$ cat src/rtl/tcu_ir_sequencer_if.sv
// Bus between the 6502 decode ROM and the IR/TCU sequencer.
// The slave side is the sequencer; the master side is the decode ROM / bus model.
interface tcu_ir_sequencer_if;
   logic       i_rdy;
   logic       i_rw;
   logic [7:0] i_data;
   logic [2:0] i_tcu_next;
   logic [7:0] o_ir;
   logic [2:0] o_tcu;
   logic       o_sync;
   logic       o_reset_seq;
   logic       o_illegal_tcu;
   logic [3:0] o_cycle_count;

   modport slave (
      input  i_rdy, i_rw, i_data, i_tcu_next,
      output o_ir, o_tcu, o_sync, o_reset_seq, o_illegal_tcu, o_cycle_count
   );

   modport master (
      output i_rdy, i_rw, i_data, i_tcu_next,
      input  o_ir, o_tcu, o_sync, o_reset_seq, o_illegal_tcu, o_cycle_count
   );
endinterface

$ cat src/rtl/tcu_ir_sequencer.sv
// Instruction register and T-state register feeding the 6502 decode ROM.
// Latches the opcode at the end of T1, honours RDY on reads and runs the post-reset sequence.
//
// state (o_tcu) | meaning
// 0..6          | T0..T6 of the current instruction, 1 = opcode fetch (SYNC)
// 7             | never held; an accepted 7 forces T0 and sets the sticky illegal flag
module tcu_ir_sequencer #(
   parameter logic [7:0] RESET_IR  = 8'h00,
   parameter logic [2:0] RESET_TCU = 3'd2
) (
   input  logic                i_clk,
   input  logic                i_reset,
   tcu_ir_sequencer_if.slave   bus
);

   logic [7:0] ir_q,        ir_d;
   logic [2:0] tcu_q,       tcu_d;
   logic       reset_seq_q, reset_seq_d;
   logic       illegal_q,   illegal_d;
   logic [3:0] count_q,     count_d;
   logic       stall;

   // RDY only stretches read cycles; writes always complete.
   assign stall = ~bus.i_rdy & bus.i_rw;

   always_comb begin
      ir_d        = ir_q;
      tcu_d       = tcu_q;
      reset_seq_d = reset_seq_q;
      illegal_d   = illegal_q;
      count_d     = count_q;
      if (!stall) begin
         if (bus.i_tcu_next == 3'd7) begin
            tcu_d     = 3'd0;
            illegal_d = 1'b1;
         end else begin
            tcu_d = bus.i_tcu_next;
         end
         if (tcu_q == 3'd1) begin
            ir_d        = bus.i_data;
            count_d     = 4'd0;
            reset_seq_d = 1'b0;
         end else if (count_q != 4'hF) begin
            count_d = count_q + 4'd1;
         end
      end
   end

   always_ff @(posedge i_clk) begin
      if (i_reset) begin
         ir_q        <= RESET_IR;
         tcu_q       <= RESET_TCU;
         reset_seq_q <= 1'b1;
         illegal_q   <= 1'b0;
         count_q     <= 4'd0;
      end else begin
         ir_q        <= ir_d;
         tcu_q       <= tcu_d;
         reset_seq_q <= reset_seq_d;
         illegal_q   <= illegal_d;
         count_q     <= count_d;
      end
   end

   assign bus.o_ir          = ir_q;
   assign bus.o_tcu         = tcu_q;
   assign bus.o_sync        = (tcu_q == 3'd1);
   assign bus.o_reset_seq   = reset_seq_q;
   assign bus.o_illegal_tcu = illegal_q;
   assign bus.o_cycle_count = count_q;

endmodule

$ cat src/flat_wrapper.sv
// flat-port wrapper written by rule: the top's interface ports become plain ports
module tcu_ir_sequencer_flat 
#(
   parameter logic [7:0] RESET_IR  = 8'h00,
   parameter logic [2:0] RESET_TCU = 3'd2
)
  (i_clk, i_reset, bus_i_rdy, bus_i_rw, bus_i_data, bus_i_tcu_next, bus_o_ir, bus_o_tcu, bus_o_sync, bus_o_reset_seq, bus_o_illegal_tcu, bus_o_cycle_count);
  tcu_ir_sequencer_if bus_i ();
  input  logic i_clk;
  input  logic i_reset;
  input wire logic [$bits(bus_i.i_rdy)-1:0] bus_i_rdy;
  input wire logic [$bits(bus_i.i_rw)-1:0] bus_i_rw;
  input wire logic [$bits(bus_i.i_data)-1:0] bus_i_data;
  input wire logic [$bits(bus_i.i_tcu_next)-1:0] bus_i_tcu_next;
  output wire logic [$bits(bus_i.o_ir)-1:0] bus_o_ir;
  output wire logic [$bits(bus_i.o_tcu)-1:0] bus_o_tcu;
  output wire logic [$bits(bus_i.o_sync)-1:0] bus_o_sync;
  output wire logic [$bits(bus_i.o_reset_seq)-1:0] bus_o_reset_seq;
  output wire logic [$bits(bus_i.o_illegal_tcu)-1:0] bus_o_illegal_tcu;
  output wire logic [$bits(bus_i.o_cycle_count)-1:0] bus_o_cycle_count;
  assign bus_i.i_rdy = bus_i_rdy;
  assign bus_i.i_rw = bus_i_rw;
  assign bus_i.i_data = bus_i_data;
  assign bus_i.i_tcu_next = bus_i_tcu_next;
  assign bus_o_ir = bus_i.o_ir;
  assign bus_o_tcu = bus_i.o_tcu;
  assign bus_o_sync = bus_i.o_sync;
  assign bus_o_reset_seq = bus_i.o_reset_seq;
  assign bus_o_illegal_tcu = bus_i.o_illegal_tcu;
  assign bus_o_cycle_count = bus_i.o_cycle_count;
  tcu_ir_sequencer #(.RESET_IR(RESET_IR), .RESET_TCU(RESET_TCU)) u_core (.i_clk(i_clk), .i_reset(i_reset), .bus(bus_i));
endmodule
$ cat config.mk
export PLATFORM = sky130hd
export DESIGN_NAME = tcu_ir_sequencer_flat
export DESIGN_NICKNAME = d
export VERILOG_FILES = /design/src/rtl/tcu_ir_sequencer_if.sv /design/src/rtl/tcu_ir_sequencer.sv /design/src/flat_wrapper.sv
export SDC_FILE = /design/constraint.sdc
export NUM_CORES = 1
export LEC_CHECK = 0
export BUFFER_PORTS_ARGS = -buffer_cell sky130_fd_sc_hd__clkbuf_2
export CAP_MARGIN = 25
export CORE_AREA = 2 2 40 51
export DETAILED_ROUTE_END_ITERATION = 8
export DIE_AREA = 0 0 42 53
export PLACE_DENSITY = 0.77
export SLEW_MARGIN = 40
export SYNTH_ARGS = -nofsm -noshare
export SYNTH_HDL_FRONTEND = slang
export SYNTH_SLANG_ARGS = --single-unit
$ cat constraint.sdc
create_clock -name i_clk -period 1.7 [get_ports i_clk]
set_input_delay 0.34 -clock i_clk [delete_from_list [all_inputs] [get_ports i_clk]]
set_output_delay 0.34 -clock i_clk [all_outputs]
set_load 0.1 [all_outputs]
==> reports/results.txt, run 1 <==
Hold WS = 0.2853 ns
Worst Path Required = 1.36 ns
largest net degree at the start of global routing = 19
Fin Setup TNS = 0 ns
largest family of logic cells by synthesized area = simple AND/OR/NAND/NOR gates
vias in the first global route = 637
Mapped Area = 723.2 sq um
Max stage delay on crit path = 0.39 ns
Crit Path Class = flip-flop to output port
Core Util, Final = 0.5527
Top delay family on crit path = simple AND/OR/NAND/NOR gates
worst-case clock skew = 0.003531 ns
die height = 53 um
clk_lat worst skew = 0.28 ns
DRC = 0
nets = 131
CTS Buf Count = 3
Starting Density = 0.4198
Total GRT Usage = 0.1503
CP startpoint kind = flip-flop
GR Overflow Total = 0
routed len/inst = 11.83 um
dpl ws = 0.3080 ns
clock tree from TritonCTS = done
clk buf depth = 2
Die X-Extent = 42 um
io pins = 33
clk sinks = 17
Port Buffers = 32
Max Fclk = 616.1 MHz
endpoints failing hold = 0
HP Class = primary input to flip-flop
initial antenna violation count = 0
slowest cell on the critical path = or3b_4
Pwr Density = 883.1 nW/um^2
Final setup viols = 0
Fillers = 167
drt pass-1 iters = 4
Leak Pwr = 0.4092 nW
routability cong. = 0.7106
XOR/XNOR share of the synthesized area = 0
Reg2Reg Depth = 4
diode count = 0
Adder-Cell Fraction of Synth Area = 0.01730
DRT Wirelength = 1573 um
global-route wire length before repair = 2573 um
antenna viol nets, final = 0
CORE AREA = 1723 sq um
H-tree depth = 1
peak supply drop = 521.6 uV
CP Capture Type = output port
Layout area overhead = 31.66%
Worst Hold Depth = 3
CTS clk-pin slew, worst paths = 0.09 ns
row count = 17
post-route clock period utilization = 0.9548
share of cells above drive strength 1 = 0.4211
Slew HR = 0.6353
Worst-Margin Slew = 0.5494 ns
worst-path maximum fanout = 4
Synth warnings = 0
sequential share of the synthesized area = 0.4706
run status = complete, no violations
crit-path cells = or3b_4, inv_4, buf_12
Root Buffer = clkbuf_4
Arrival @ worst endpoint = 1.28 ns
Power, Total = 840.9 uW
Yosys reg bits = 17
Simple-Gate Fraction of Synth Area = 0.2370
multiplexer share of the synthesized area = 0
WP buf/inv = 2
Syn Nets = 97
initial drt markers = 11
area taken by multi-input logic gates = 349.1 sq um
Syn Inst Count = 81
Cell variety after synth = 25
Tmin final = 1.623 ns
Vias = 733
max_cap viols = 0
post-route worst setup slack = 0.07688 ns
register area = 349.1 sq um
complex-gate fraction of the synthesized area = 0.2249
RSZ-0062 raised after global routing = no
die area = 2226 sq um
Slew Viols, Final = 0
vias per cell = 5.511
CP Depth = 3
syn_area_per_cell = 8.928 sq um
==> path summary, 6_finish.rpt <==
| check | to | slack [ns] | startpoint |
|---|---|---|---|
| max | bus_o_sync | 0.08 | u_core.bus.o_tcu[0] |
| min | u_core.bus.o_ir[1] | 0.29 | bus_i_data[1] |
| max reg2reg | u_core.bus.o_cycle_count[0] | 0.30 | u_core.bus.o_cycle_count[0] |
| min reg2reg | u_core.bus.o_tcu[2] | 0.47 | u_core.bus.o_tcu[2] |
==> metal layers <==
| layer | part of all wire | vias up | wire, um | GRT usage |
|---|---|---|---|---|
| met4 | 0.010 | 0 | 16 | 0.05376 |
| met2 | 0.47 | 33 | 746 | 0.2604 |
| met3 | 0.086 | 2 | 135 | 0.04096 |
| met5 | 0 | - | 0 | 0 |
| met1 | 0.43 | 331 | 675 | 0.1775 |
| li1 | - | 367 | - | - |
==> sequential cells by signal (all words and copies together) (netlist names) <==
| signal | count |
|---|---|
| u_core.bus.o_tcu | 3 |
| u_core.bus.o_cycle_count | 4 |
| u_core.bus.o_ir | 8 |
| u_core.bus.o_illegal_tcu | 1 |
| u_core.bus.o_reset_seq | 1 |
==> per-stage QoR <==
| stage | cells | area (sq um) |
|---|---|---|
| 3_3_place_gp | 128 | 914.6 |
| 5_1_grt | 133 | 952.2 |
| 6_report | 133 | 952.2 |
| 3_5_place_dp | 128 | 914.6 |
| 4_1_cts | 132 | 940.9 |
| 2_1_floorplan | 81 | 733.2 |
==> synth_stat cells <==
cell type / number / area [sq um]
dfxtp_1: 17 / 340.3
a21oi_1: 12 / 60.06
nand3_1: 11 / 55.05
o21ai_0: 11 / 55.05
nand2_1: 4 / 15.01
clkbuf_1: 3 / 11.26
a41oi_1: 2 / 17.52
buf_2: 2 / 10.01
nand2b_1: 2 / 12.51
nor4_1: 2 / 12.51
a211oi_1: 1 / 7.510
a211oi_2: 1 / 12.51
a221o_1: 1 / 10.01
and3_1: 1 / 6.260
and4b_1: 1 / 10.01
buf_6: 1 / 11.26
clkinv_1: 1 / 3.750
ha_1: 1 / 12.51
nand3b_1: 1 / 7.510
nor2_1: 1 / 3.750
nor2_4: 1 / 11.26
nor2b_4: 1 / 13.76
nor4b_1: 1 / 8.760
or3_1: 1 / 6.260
or3b_1: 1 / 8.760
==> tightest hold or removal path, stage by stage <==
cell and delay, ns:
clkbuf_2 0.08, nand3_1 0.05, a21oi_1 0.05
==> layout make-up <==
type                    instances  area share
well taps                      19     0.02497
multi-input cells              57      0.3666
repair buffers                 35      0.2076
flip-flops and latches         17      0.3666
inverters                       1    0.006570
clock buffers                   4     0.02760
==> cell families (layout without fill, tap and decap cells) <==
| family | Yosys count | count (layout) |
|---|---|---|
| AOI/OAI and AO/OA | 28 | 28 |
| DFF | 17 | 17 |
| and+or+nand+nor | 28 | 28 |
| adders and majority gates | 1 | 1 |
| buffers and inverters | 7 | 40 |
==> cells in the final DEF, fill, tap and decap left out, types with 3 or more instances in the layout <==
cell type  netlist  final
dfxtp_1         17     12
o21ai_0         11     11
nand2_1          4      4
a21oi_1         12     12
nand3_1         11     11
dfxtp_2          0      4
buf_4            0      3
clkbuf_2         0     31
clkbuf_4         0      3
==> report_power, final <==
group	total, mW	internal [mW]	switching (mW)	leakage, nW
combinational	0.209	0.0476	0.162	0.254
clock	0.204	0.0909	0.113	0.0150
sequential	0.427	0.414	0.0131	0.140
total	0.841	0.553	0.288	0.409
==> repair_timing <==
action	4_1_cts	5_1_grt
setup buffers	0	1
hold buffers	0	0
hold endpoints to repair	0	0
resized for setup	0	2
endpoints found under the setup margin	0	1
(Power assumes the default switching activity.)
==> run 2: changes to the inputs <==
- REMOVE_ABC_BUFFERS: default -> 1
==> reports/results.txt, run 2 (synthesis results as in run 1) <==
Crit Path Class = flip-flop to output port
Metal-1 WL = 760 um
Port Buffers = 32
Pwr Density = 888.9 nW/um^2
Worst Path Required = 1.36 ns
Setup crit start = u_core.bus.o_tcu[1]
commonest non-fill, non-tap cells in the layout = clkbuf_2, dfxtp_1, a21oi_1
dpl hpwl = 1325 um
post-route clock period utilization = 0.9566
WP buf/inv = 2
worst-case clock skew = 0.01042 ns
endpoints failing hold = 0
GR Overflow Total = 0
commonest non-fill, non-tap cell in the layout = clkbuf_2
antenna viol nets, final = 0
Vias = 738
Layout area overhead = 32.87%
cts hold-fix bufs = 0
die height = 53 um
Total GRT Usage = 0.1720
Starting Density = 0.4198
r2r startpoint = u_core.bus.o_cycle_count[0]
DRC = 0
die area = 2226 sq um
CTS clk-pin slew, worst paths = 0.10 ns
Power, Total = 854.2 uW
drt pass-1 iters = 4
io pins = 33
diode count = 0
Leak Pwr = 0.4175 nW
Tmin final = 1.626 ns
initial drt markers = 25
nets = 133
largest net degree at the start of global routing = 19
met2 routed WL = 921 um
Die X-Extent = 42 um
Hold WS = 0.2814 ns
Slew HR = 0.6365
Final setup viols = 0
top layer used by detailed routing = met4
CTS Buf Count = 3
R2R Path End = u_core.bus.o_cycle_count[0]
Reg2Reg Depth = 4
run status = complete, no violations
worst-path maximum fanout = 5
initial antenna violation count = 0
row count = 17
DRT Wirelength = 1806 um
routed len/inst = 13.38 um
max_cap viols = 0
HP Class = primary input to flip-flop
Worst Hold Endpoint = u_core.bus.o_ir[3]
Slew Viols, Final = 0
routability cong. = 0.7367
vias in the first global route = 646
Worst-Margin Slew = 0.5476 ns
H-tree depth = 1
CP Capture Type = output port
RSZ-0062 raised after global routing = no
clk sinks = 17
vias per cell = 5.467
peak supply drop = 464.2 uV
slowest cell on the critical path = or3b_4
met3 WL post-DR = 114 um
share of cells above drive strength 1 = 0.3879
CORE AREA = 1723 sq um
Worst Hold Depth = 3
crit-path cells = or3b_4, clkinv_4, buf_12
Root Buffer = clkbuf_4
R2R Setup Slk = 0.19 ns
global-route wire length before repair = 2842 um
clk buf depth = 2
Top delay family on crit path = simple AND/OR/NAND/NOR gates
max FFs per register = 8
clock tree from TritonCTS = done
clk_lat worst skew = 0.29 ns
hold path start = bus_i_data[3]
Max stage delay on crit path = 0.42 ns
Arrival @ worst endpoint = 1.29 ns
CP startpoint kind = flip-flop
Max Fclk = 614.9 MHz
[run 2: cell types whose count changed in the layout (fill, tap and decap cells not counted)]
cell      before  now
inv_4          1    0
clkinv_4       0    1
dfxtp_2        4    0
dfxtp_1       12   17
dfxtp_4        1    0
buf_4          3    5
[run 2: layer usage]
metal | GRT usage | up-vias
li1 | - | 370
met1 | 0.1896 | 336
met2 | 0.3073 | 30
met3 | 0.03413 | 2
met4 | 0.09677 | 0
met5 | 0 | -
[run 2: per-stage QoR]
| stage | utilization | cells | setup WS (ns) | setup TNS [ns] | instance area (sq um) |
|---|---|---|---|---|---|
| final | 0.5577 | 135 | 0.07378 | 0 | 960.9 |
| after global routing | 0.5577 | 135 | 0.01302 | 0 | 960.9 |
| after CTS | 0.5432 | 132 | 0.001775 | 0 | 935.9 |
| after detailed placement | 0.5251 | 128 | 0.2174 | 0 | 904.6 |
| after global placement | 0.5251 | 128 | 0.2951 | 0 | 904.6 |
| after floorplan | - | 75 | -0.9442 | -9.159 | 690.7 |
[run 2: timing repair]
action,4_1_cts,5_1_grt
buffers inserted,0,3
resized for setup,2,1
setup endpoints to repair,1,1
[run 2: worst min-delay path: cells and delay by family]
kind / cells / cell delay (ns)
AO/OA/AOI/OAI: 1 / 0.05
AND/OR/NAND/NOR: 1 / 0.06
buffers and inverters: 1 / 0.08
[run 2: cell type report]
| class | instances | area [sq um] |
|---|---|---|
| clock buffer | 4 | 26.28 |
| fill | 166 | 762.0 |
| inverter | 1 | 8.758 |
| multi-input combinational | 57 | 349.1 |
| sequential | 17 | 340.3 |
| tap | 19 | 23.77 |
| timing repair buffer | 37 | 212.7 |
[run 2: worst max path at each step]
| stage | end | slack [ns] | cells after the start |
|---|---|---|---|
| finish | bus_o_sync | 0.07 | 3 |
| global route | bus_o_sync | 0.01 | 3 |
| CTS | bus_o_sync | 0.002 | 3 |
| detailed placement | u_core.bus.o_cycle_count[0] | 0.22 | 4 |
| global placement | bus_o_sync | 0.30 | 3 |
| floorplan | u_core.bus.o_ir[0] | -0.94 | 4 |
[run 2: power breakdown]
group	internal [mW]	total, mW	switching [mW]
Combinational	0.0492	0.214	0.165
Clock	0.0912	0.214	0.123
Sequential	0.413	0.426	0.0128
